--- config.mk ---
export PLATFORM = sky130hd
export DESIGN_NAME = fsm_input_sequencer_flat
export DESIGN_NICKNAME = d
export VERILOG_FILES = /design/src/rtl/fsm_input_sequencer_if.sv /design/src/rtl/fsm_input_sequencer.sv /design/src/flat_wrapper.sv
export SDC_FILE = /design/constraint.sdc
export NUM_CORES = 1
export LEC_CHECK = 0
export ABC_AREA = 1
export BUFFER_PORTS_ARGS = -buffer_cell sky130_fd_sc_hd__buf_2
export CORE_AREA = 2 2 71 73
export CTS_BUF_LIST = sky130_fd_sc_hd__clkbuf_8 sky130_fd_sc_hd__clkbuf_16
export DETAILED_ROUTE_END_ITERATION = 8
export DIE_AREA = 0 0 73 75
export GPL_ROUTABILITY_DRIVEN = 0
export GPL_TIMING_DRIVEN = 0
export PLACE_DENSITY_LB_ADDON = 0.3
export SLEW_MARGIN = 10
export SYNTH_ARGS = -nofsm -noshare
export SYNTH_HDL_FRONTEND = slang
export SYNTH_SLANG_ARGS = --single-unit
--- constraint.sdc ---
create_clock -name clk -period 1.5 [get_ports clk]
set_input_delay 0.3 -clock clk [delete_from_list [all_inputs] [get_ports clk]]
set_output_delay 0.3 -clock clk [all_outputs]
set_load 0.005 [all_outputs]
--- src/rtl/fsm_input_sequencer_if.sv ---
// rtl/fsm_input_sequencer_if.sv - host and async-circuit signal bundle for fsm_input_sequencer
interface fsm_input_sequencer_if #(
   parameter int ZCNT_W = 4
);
   logic              start;
   logic [15:0]       pattern;
   logic [2:0]        len;
   logic              z_in;
   logic              x2;
   logic              x1;
   logic              busy;
   logic              done;
   logic [7:0]        z_trace;
   logic [ZCNT_W-1:0] z_count;

   modport master (
      output start, pattern, len, z_in,
      input  x2, x1, busy, done, z_trace, z_count
   );

   modport slave (
      input  start, pattern, len, z_in,
      output x2, x1, busy, done, z_trace, z_count
   );
endinterface

--- src/rtl/fsm_input_sequencer.sv ---
// rtl/fsm_input_sequencer.sv - one-bit-per-edge {x2,x1} stimulus sequencer with settle/sample of z
// Optional SEQ_LOOP_EN: adds stop input and repeats the pattern until stop is seen.
module fsm_input_sequencer #(
   parameter int SETTLE_CYCLES = 4,
   parameter int ZCNT_W        = 4
) (
   input logic                  clk,
   input logic                  rst,
`ifdef SEQ_LOOP_EN
   input logic                  stop,
`endif
   fsm_input_sequencer_if.slave bus
);
   localparam int CNT_W = (SETTLE_CYCLES > 2) ? $clog2(SETTLE_CYCLES) : 1;
   localparam logic [CNT_W-1:0]  SETTLE_LOAD = CNT_W'((SETTLE_CYCLES > 1) ? SETTLE_CYCLES - 2 : 0);
   localparam logic [ZCNT_W-1:0] ZCNT_MAX    = '1;

   typedef enum logic [2:0] {IDLE, STEP1, STEP2, SETTLE, SAMPLE, DONE} state_t;

   state_t            state_q, state_d;
   logic [1:0]        x_q, x_d;
   logic [CNT_W-1:0]  cnt_q, cnt_d;
   logic [2:0]        idx_q, idx_d;
   logic              half_q, half_d;
   logic              busy_q, busy_d;
   logic              done_q, done_d;
   logic [15:0]       pat_q, pat_d;
   logic [2:0]        len_q, len_d;
   logic [7:0]        trace_q, trace_d;
   logic [ZCNT_W-1:0] zcnt_q, zcnt_d;
   logic [2:0]        zsync_q, zsync_d;
`ifdef SEQ_LOOP_EN
   logic              stop_seen_q, stop_seen_d;
`endif

   logic       z_s, z_prev;
   logic [2:0] nxt_idx;
   logic [1:0] cur_sym, nxt_sym;

   function automatic logic [1:0] sym_at(input logic [15:0] p, input logic [2:0] i);
      return p[{i, 1'b0} +: 2];
   endfunction

   // First SETTLE_CYCLES-1 edges after an issue are spent in SETTLE unless S==1.
   function automatic state_t after_issue(input logic h);
      if (SETTLE_CYCLES == 1) return h ? STEP2 : SAMPLE;
      return SETTLE;
   endfunction

   assign z_s     = zsync_q[1];
   assign z_prev  = zsync_q[2];
   assign nxt_idx = idx_q + 3'd1;
   assign cur_sym = sym_at(pat_q, idx_q);
   assign nxt_sym = sym_at(pat_q, nxt_idx);

   always_comb begin
      state_d = state_q;
      x_d     = x_q;
      cnt_d   = cnt_q;
      idx_d   = idx_q;
      half_d  = half_q;
      busy_d  = busy_q;
      done_d  = 1'b0;
      pat_d   = pat_q;
      len_d   = len_q;
      trace_d = trace_q;
      zcnt_d  = zcnt_q;
      zsync_d = {zsync_q[1:0], bus.z_in};
`ifdef SEQ_LOOP_EN
      stop_seen_d = stop_seen_q | (busy_q & stop);
`endif

      if (busy_q && z_s && !z_prev && (zcnt_q != ZCNT_MAX))
         zcnt_d = zcnt_q + ZCNT_W'(1);

      case (state_q)
         IDLE: begin
            if (bus.start) begin
               pat_d   = bus.pattern;
               len_d   = bus.len;
               trace_d = '0;
               zcnt_d  = '0;
               busy_d  = 1'b1;
               idx_d   = 3'd0;
               state_d = (&(x_q ^ bus.pattern[1:0])) ? STEP1 : STEP2;
`ifdef SEQ_LOOP_EN
               stop_seen_d = 1'b0;
`endif
            end
         end
         STEP1: begin
            x_d[0]  = cur_sym[0];
            half_d  = 1'b1;
            cnt_d   = SETTLE_LOAD;
            state_d = after_issue(1'b1);
         end
         STEP2: begin
            x_d     = cur_sym;
            half_d  = 1'b0;
            cnt_d   = SETTLE_LOAD;
            state_d = after_issue(1'b0);
         end
         SETTLE: begin
            if (cnt_q == '0) state_d = half_q ? STEP2 : SAMPLE;
            else             cnt_d   = cnt_q - CNT_W'(1);
         end
         SAMPLE: begin
            trace_d[idx_q] = z_s;
            if (idx_q == len_q) begin
               state_d = DONE;
            end else begin
               idx_d   = nxt_idx;
               state_d = (&(x_q ^ nxt_sym)) ? STEP1 : STEP2;
            end
         end
         DONE: begin
            done_d = 1'b1;
`ifdef SEQ_LOOP_EN
            if (stop_seen_q) begin
               busy_d  = 1'b0;
               state_d = IDLE;
            end else begin
               // Wrap issues symbol 0 on the done edge so pass timing stays uniform.
               idx_d = 3'd0;
               if (&(x_q ^ pat_q[1:0])) begin
                  x_d[0] = pat_q[0];
                  half_d = 1'b1;
               end else begin
                  x_d    = pat_q[1:0];
                  half_d = 1'b0;
               end
               cnt_d   = SETTLE_LOAD;
               state_d = after_issue(half_d);
            end
`else
            busy_d  = 1'b0;
            state_d = IDLE;
`endif
         end
         default: state_d = IDLE;
      endcase
   end

   always_ff @(posedge clk) begin
      if (rst) begin
         state_q <= IDLE;
         x_q     <= 2'b00;
         cnt_q   <= '0;
         idx_q   <= 3'd0;
         half_q  <= 1'b0;
         busy_q  <= 1'b0;
         done_q  <= 1'b0;
         pat_q   <= 16'h0000;
         len_q   <= 3'd0;
         trace_q <= 8'h00;
         zcnt_q  <= '0;
         zsync_q <= 3'b000;
`ifdef SEQ_LOOP_EN
         stop_seen_q <= 1'b0;
`endif
      end else begin
         state_q <= state_d;
         x_q     <= x_d;
         cnt_q   <= cnt_d;
         idx_q   <= idx_d;
         half_q  <= half_d;
         busy_q  <= busy_d;
         done_q  <= done_d;
         pat_q   <= pat_d;
         len_q   <= len_d;
         trace_q <= trace_d;
         zcnt_q  <= zcnt_d;
         zsync_q <= zsync_d;
`ifdef SEQ_LOOP_EN
         stop_seen_q <= stop_seen_d;
`endif
      end
   end

   assign bus.x2      = x_q[1];
   assign bus.x1      = x_q[0];
   assign bus.busy    = busy_q;
   assign bus.done    = done_q;
   assign bus.z_trace = trace_q;
   assign bus.z_count = zcnt_q;
endmodule
--- src/flat_wrapper.sv ---
// flat-port wrapper written by rule: the top's interface ports become plain ports
module fsm_input_sequencer_flat 
#(
   parameter int SETTLE_CYCLES = 4,
   parameter int ZCNT_W        = 4
)
  (clk, rst, bus_start, bus_pattern, bus_len, bus_z_in, bus_x2, bus_x1, bus_busy, bus_done, bus_z_trace, bus_z_count);
  fsm_input_sequencer_if #(.ZCNT_W(ZCNT_W)) bus_i ();
  input logic clk;
  input logic rst;
  input wire logic [$bits(bus_i.start)-1:0] bus_start;
  input wire logic [$bits(bus_i.pattern)-1:0] bus_pattern;
  input wire logic [$bits(bus_i.len)-1:0] bus_len;
  input wire logic [$bits(bus_i.z_in)-1:0] bus_z_in;
  output wire logic [$bits(bus_i.x2)-1:0] bus_x2;
  output wire logic [$bits(bus_i.x1)-1:0] bus_x1;
  output wire logic [$bits(bus_i.busy)-1:0] bus_busy;
  output wire logic [$bits(bus_i.done)-1:0] bus_done;
  output wire logic [$bits(bus_i.z_trace)-1:0] bus_z_trace;
  output wire logic [$bits(bus_i.z_count)-1:0] bus_z_count;
  assign bus_i.start = bus_start;
  assign bus_i.pattern = bus_pattern;
  assign bus_i.len = bus_len;
  assign bus_i.z_in = bus_z_in;
  assign bus_x2 = bus_i.x2;
  assign bus_x1 = bus_i.x1;
  assign bus_busy = bus_i.busy;
  assign bus_done = bus_i.done;
  assign bus_z_trace = bus_i.z_trace;
  assign bus_z_count = bus_i.z_count;
  fsm_input_sequencer #(.SETTLE_CYCLES(SETTLE_CYCLES), .ZCNT_W(ZCNT_W)) u_core (.clk(clk), .rst(rst), .bus(bus_i));
endmodule
==> results.sh <==
export IMPL_p_per_area_nw_per_um2=1400
export IMPL_worstSetupPathType="reg2reg"
export IMPL_synth_simple_area_share_pct=22.9
export IMPL_design_area_um2=2790
export IMPL_worst_pin_slew_ns=0.536
export IMPL_drtIter0Drc=88
export IMPL_wl_per_cell_um=12.9
export IMPL_path_clk_slew_ns=0.08
export IMPL_start_util_pct=48.7
export IMPL_seq_power_share_pct=41.0
export IMPL_vdd_ir_drop_worst_v=0.000744
export IMPL_netlist_area_leader_share_pct=41.4
export IMPL_finClkSkew_ns=0.00505
export IMPL_core_um2=4660
export IMPL_fp_dieArea_um2=5480
export IMPL_cts_hold_buf=0
export IMPL_p_leak_nw=1.26
export IMPL_fmax_mhz=643
export IMPL_synth_compound_area_share_pct=19.7
export IMPL_cts_tree="built"
export IMPL_synth_xor_area_share_pct=2.31
export IMPL_die_h_um=75
export IMPL_critPathMaxFanout=5
export IMPL_io_pins=39
export IMPL_status="finished with violations"
export IMPL_antenna_cells=0
export IMPL_rsz0062_at_grt="yes"
export IMPL_yosysWarnings=0
export IMPL_synthesis_area_um2=2270
export IMPL_p_sw_mw=1.54
export IMPL_synth_edff_count=0
export IMPL_finalSetupViolCount=2
export IMPL_p_clk_share_pct=18.6
export IMPL_cts_buffers=5
export IMPL_fin_crit_sh_pct=104
export IMPL_io_buffer_count=37
export IMPL_synthCells=320
export IMPL_grt_pass1_vias=1926
export IMPL_yosysUniqueCellTypes=33
export IMPL_grt_pass1_wl_um=8690
export IMPL_synthFlopType="dfxtp_1"
export IMPL_dr_pass1_iters=5
export IMPL_cp_required_ns=1.68
export IMPL_hpwl_um=4030
export IMPL_timing_rr_end="u_core.state_q[1]"
export IMPL_syn_area_per_cell_um2=7.10
export IMPL_start_kind="flip-flop"
export IMPL_nets=393
export IMPL_antenna_found_initial=0
export IMPL_clkSinkCount=47
export IMPL_top_layer_used="met4"
export IMPL_placed_area_um2=2520
export IMPL_filler_cell_count=446
export IMPL_die_w_um=73
export IMPL_synth_top_cell_by_area="dfxtp_1"
export IMPL_drv_slew=0
export IMPL_h_tree_depth=2
export IMPL_violations="setup timing"
export IMPL_syn_nets=346
export IMPL_drive_gt1_share_pct=25.3
export IMPL_fp_row_count=25
export IMPL_comb_power_share_pct=40.4
export IMPL_finalWorstSetupSlack_ns=-0.0543
export IMPL_fin_hold_ws_ns=0.199
export IMPL_wl_met3_um=354
export IMPL_ys_async_sr_fraction_pct=0
export IMPL_muxShareOfSynthArea_pct=0
export IMPL_p_int_mw=2.37
export IMPL_ant_nets=0
export IMPL_vias_per_cell=5.34
export IMPL_endpoint_kind="flip-flop"
export IMPL_fin_util_pct=59.8
export IMPL_hold_viol_final=0
export IMPL_vias=2255
export IMPL_cp_arrival_ns=1.73
export IMPL_ys_ff_latch=47
export IMPL_setup_tns_final_ns=-0.0866
export IMPL_track_usage_pct=20.9
export IMPL_drv_cap=0
export IMPL_switching_share_pct=39.4
export IMPL_min_from="bus_z_in"
export IMPL_met2WireLength_um=2460
export IMPL_ys_top_cells_by_area="dfxtp_1 (41%), nand2_1 (9.4%), inv_1 (8.3%)"
export IMPL_synthAdderAreaFrac_pct=1.65
export IMPL_overflow=0
export IMPL_r2r_slack_ns=-0.05
export IMPL_ff2ff_path_depth=12
export IMPL_routed_wirelength_um=5440
export IMPL_slew_headroom_pct=64.2
export IMPL_hold_path_depth=3
export IMPL_drc=0
export IMPL_synth_top_family_by_area="simple AND/OR/NAND/NOR gates"
export IMPL_clock_path_buffers=2
export IMPL_hold_class="in2reg"
export IMPL_power_mw=3.91
export IMPL_min_to="u_core.zsync_q[0]"
export IMPL_insertion_delay_ns=0.30
export IMPL_timing_rr_start="u_core.idx_q[0]"
export IMPL_finalCriticalPeriod_ns=1.55
export IMPL_grt_max_degree=15
export IMPL_yosysSeqAreaShare_pct=41.4
export IMPL_area_growth_syn_to_layout_pct=22.7
export IMPL_cts_root_buf="clkbuf_8"
export IMPL_met1Wirelength_um=2490
routing by layer:
metal / global-route usage [%] / vias to the layer above
li1: - / 1144
met1: 28.5 / 1004
met2: 31.9 / 91
met3: 4.55 / 16
met4: 8.85 / 0
met5: 0 / -
logic make-up after synthesis:
group	after synthesis
AOI/OAI and AO/OA	79
xor gates and xnor gates	6
adders and majority gates	3
buffers and inverters	65
DFF	47
and+or+nand+nor	120
synth_stat cells, drive strengths merged, types with 2 or more instances:
cell and number:
a211oi 2, a21oi 33, buf 8, clkbuf 5, dfxtp 47, ha 3
inv 52, nand2 58, nand3 33, nor2 20, nor3 6, o21ai 32
o221ai 2, o22ai 2, o32ai 3, xor2 5
sequential cells by signal (all words and copies together) (netlist names):
name / cells
u_core.cnt_q: 2
u_core.state_q: 3
u_core.half_q: 1
u_core.zsync_q: 3
u_core.bus.done: 1
u_core.x_q: 2
u_core.pat_q: 16
u_core.len_q: 3
u_core.bus.busy: 1
u_core.bus.z_count: 4
u_core.idx_q: 3
u_core.bus.z_trace: 8
cells in the final DEF (no fill, tap or decap), types with 2 or more instances in the layout:
| master | netlist | layout |
|---|---|---|
| nand2_1 | 57 | 56 |
| inv_1 | 50 | 47 |
| dfxtp_1 | 47 | 43 |
| buf_2 | 4 | 40 |
| a21oi_1 | 30 | 30 |
| nand3_1 | 33 | 24 |
| o21ai_0 | 31 | 23 |
| nor2_1 | 18 | 17 |
| nand3_2 | 0 | 9 |
| o21ai_1 | 1 | 8 |
| buf_6 | 2 | 6 |
| inv_2 | 2 | 6 |
| clkbuf_8 | 0 | 5 |
| clkbuf_1 | 5 | 4 |
| nor3_1 | 6 | 4 |
| xor2_1 | 5 | 4 |
| o32ai_1 | 3 | 3 |
| buf_4 | 2 | 3 |
| a21oi_2 | 3 | 3 |
| dfxtp_2 | 0 | 3 |
| nor2_2 | 1 | 2 |
| nor3_2 | 0 | 2 |
| a211oi_1 | 2 | 2 |
| o22ai_1 | 2 | 2 |
| ha_1 | 3 | 2 |
worst max-delay path by stage:
stage,start,slack (ns),endpoint
after detailed placement,u_core.idx_q[0],-0.23,u_core.state_q[1]
after floorplan,u_core.idx_q[0],0.03,u_core.state_q[1]
after global routing,u_core.idx_q[0],-0.16,u_core.state_q[1]
after global placement,u_core.idx_q[0],-0.21,u_core.state_q[1]
after CTS,u_core.idx_q[0],-0.01,u_core.state_q[1]
final,u_core.idx_q[0],-0.05,u_core.state_q[1]
metrics by stage:
step | setup WS (ns) | cells
global route | -0.159 | 422
finish | -0.0543 | 422
floorplan | 0.0343 | 320
CTS | -0.0142 | 421
detailed placement | -0.225 | 411
global placement | -0.211 | 411
power by group through the flow:
stage	clock network (mW)	logic (mW)	registers [mW]
2_1_floorplan	0	1.05	1.60
3_3_place_gp	0	1.36	1.62
3_5_place_dp	0	1.38	1.62
4_1_cts	0.748	1.43	1.60
5_1_grt	0.810	1.77	1.63
6_report	0.726	1.58	1.60
layout make-up:
type | instances | area (um2) | share of cell area, %
plain buffers | 13 | 93.8 | 3.37
clock buffers | 5 | 68.8 | 2.47
clock inverters | 3 | 16.3 | 0.584
inverters | 52 | 195 | 7.00
multi-input cells | 208 | 1180 | 42.5
flip-flops and latches | 47 | 948 | 34.0
well taps | 54 | 67.6 | 2.42
repair buffers | 40 | 211 | 7.59
worst max-delay path, cell delays in order, from the launching register on:
cell	delay [ns]
dfxtp_4	0.39
ha_4	0.31
inv_2	0.07
nand3_1	0.10
nand3_2	0.09
nand2_1	0.08
nand2_1	0.05
nand2_1	0.08
nand2_1	0.05
nand2_1	0.06
nand2_1	0.05
nand2_1	0.07
a21oi_2	0.05
what timing repair did:
action / in CTS / in global routing
gates resized for setup: 15 / 33
endpoints found under the setup margin: 19 / 28
buffers inserted: 2 / 1
pin swaps: 2 / 7
Note: power is estimated with default switching activity, not from simulation.
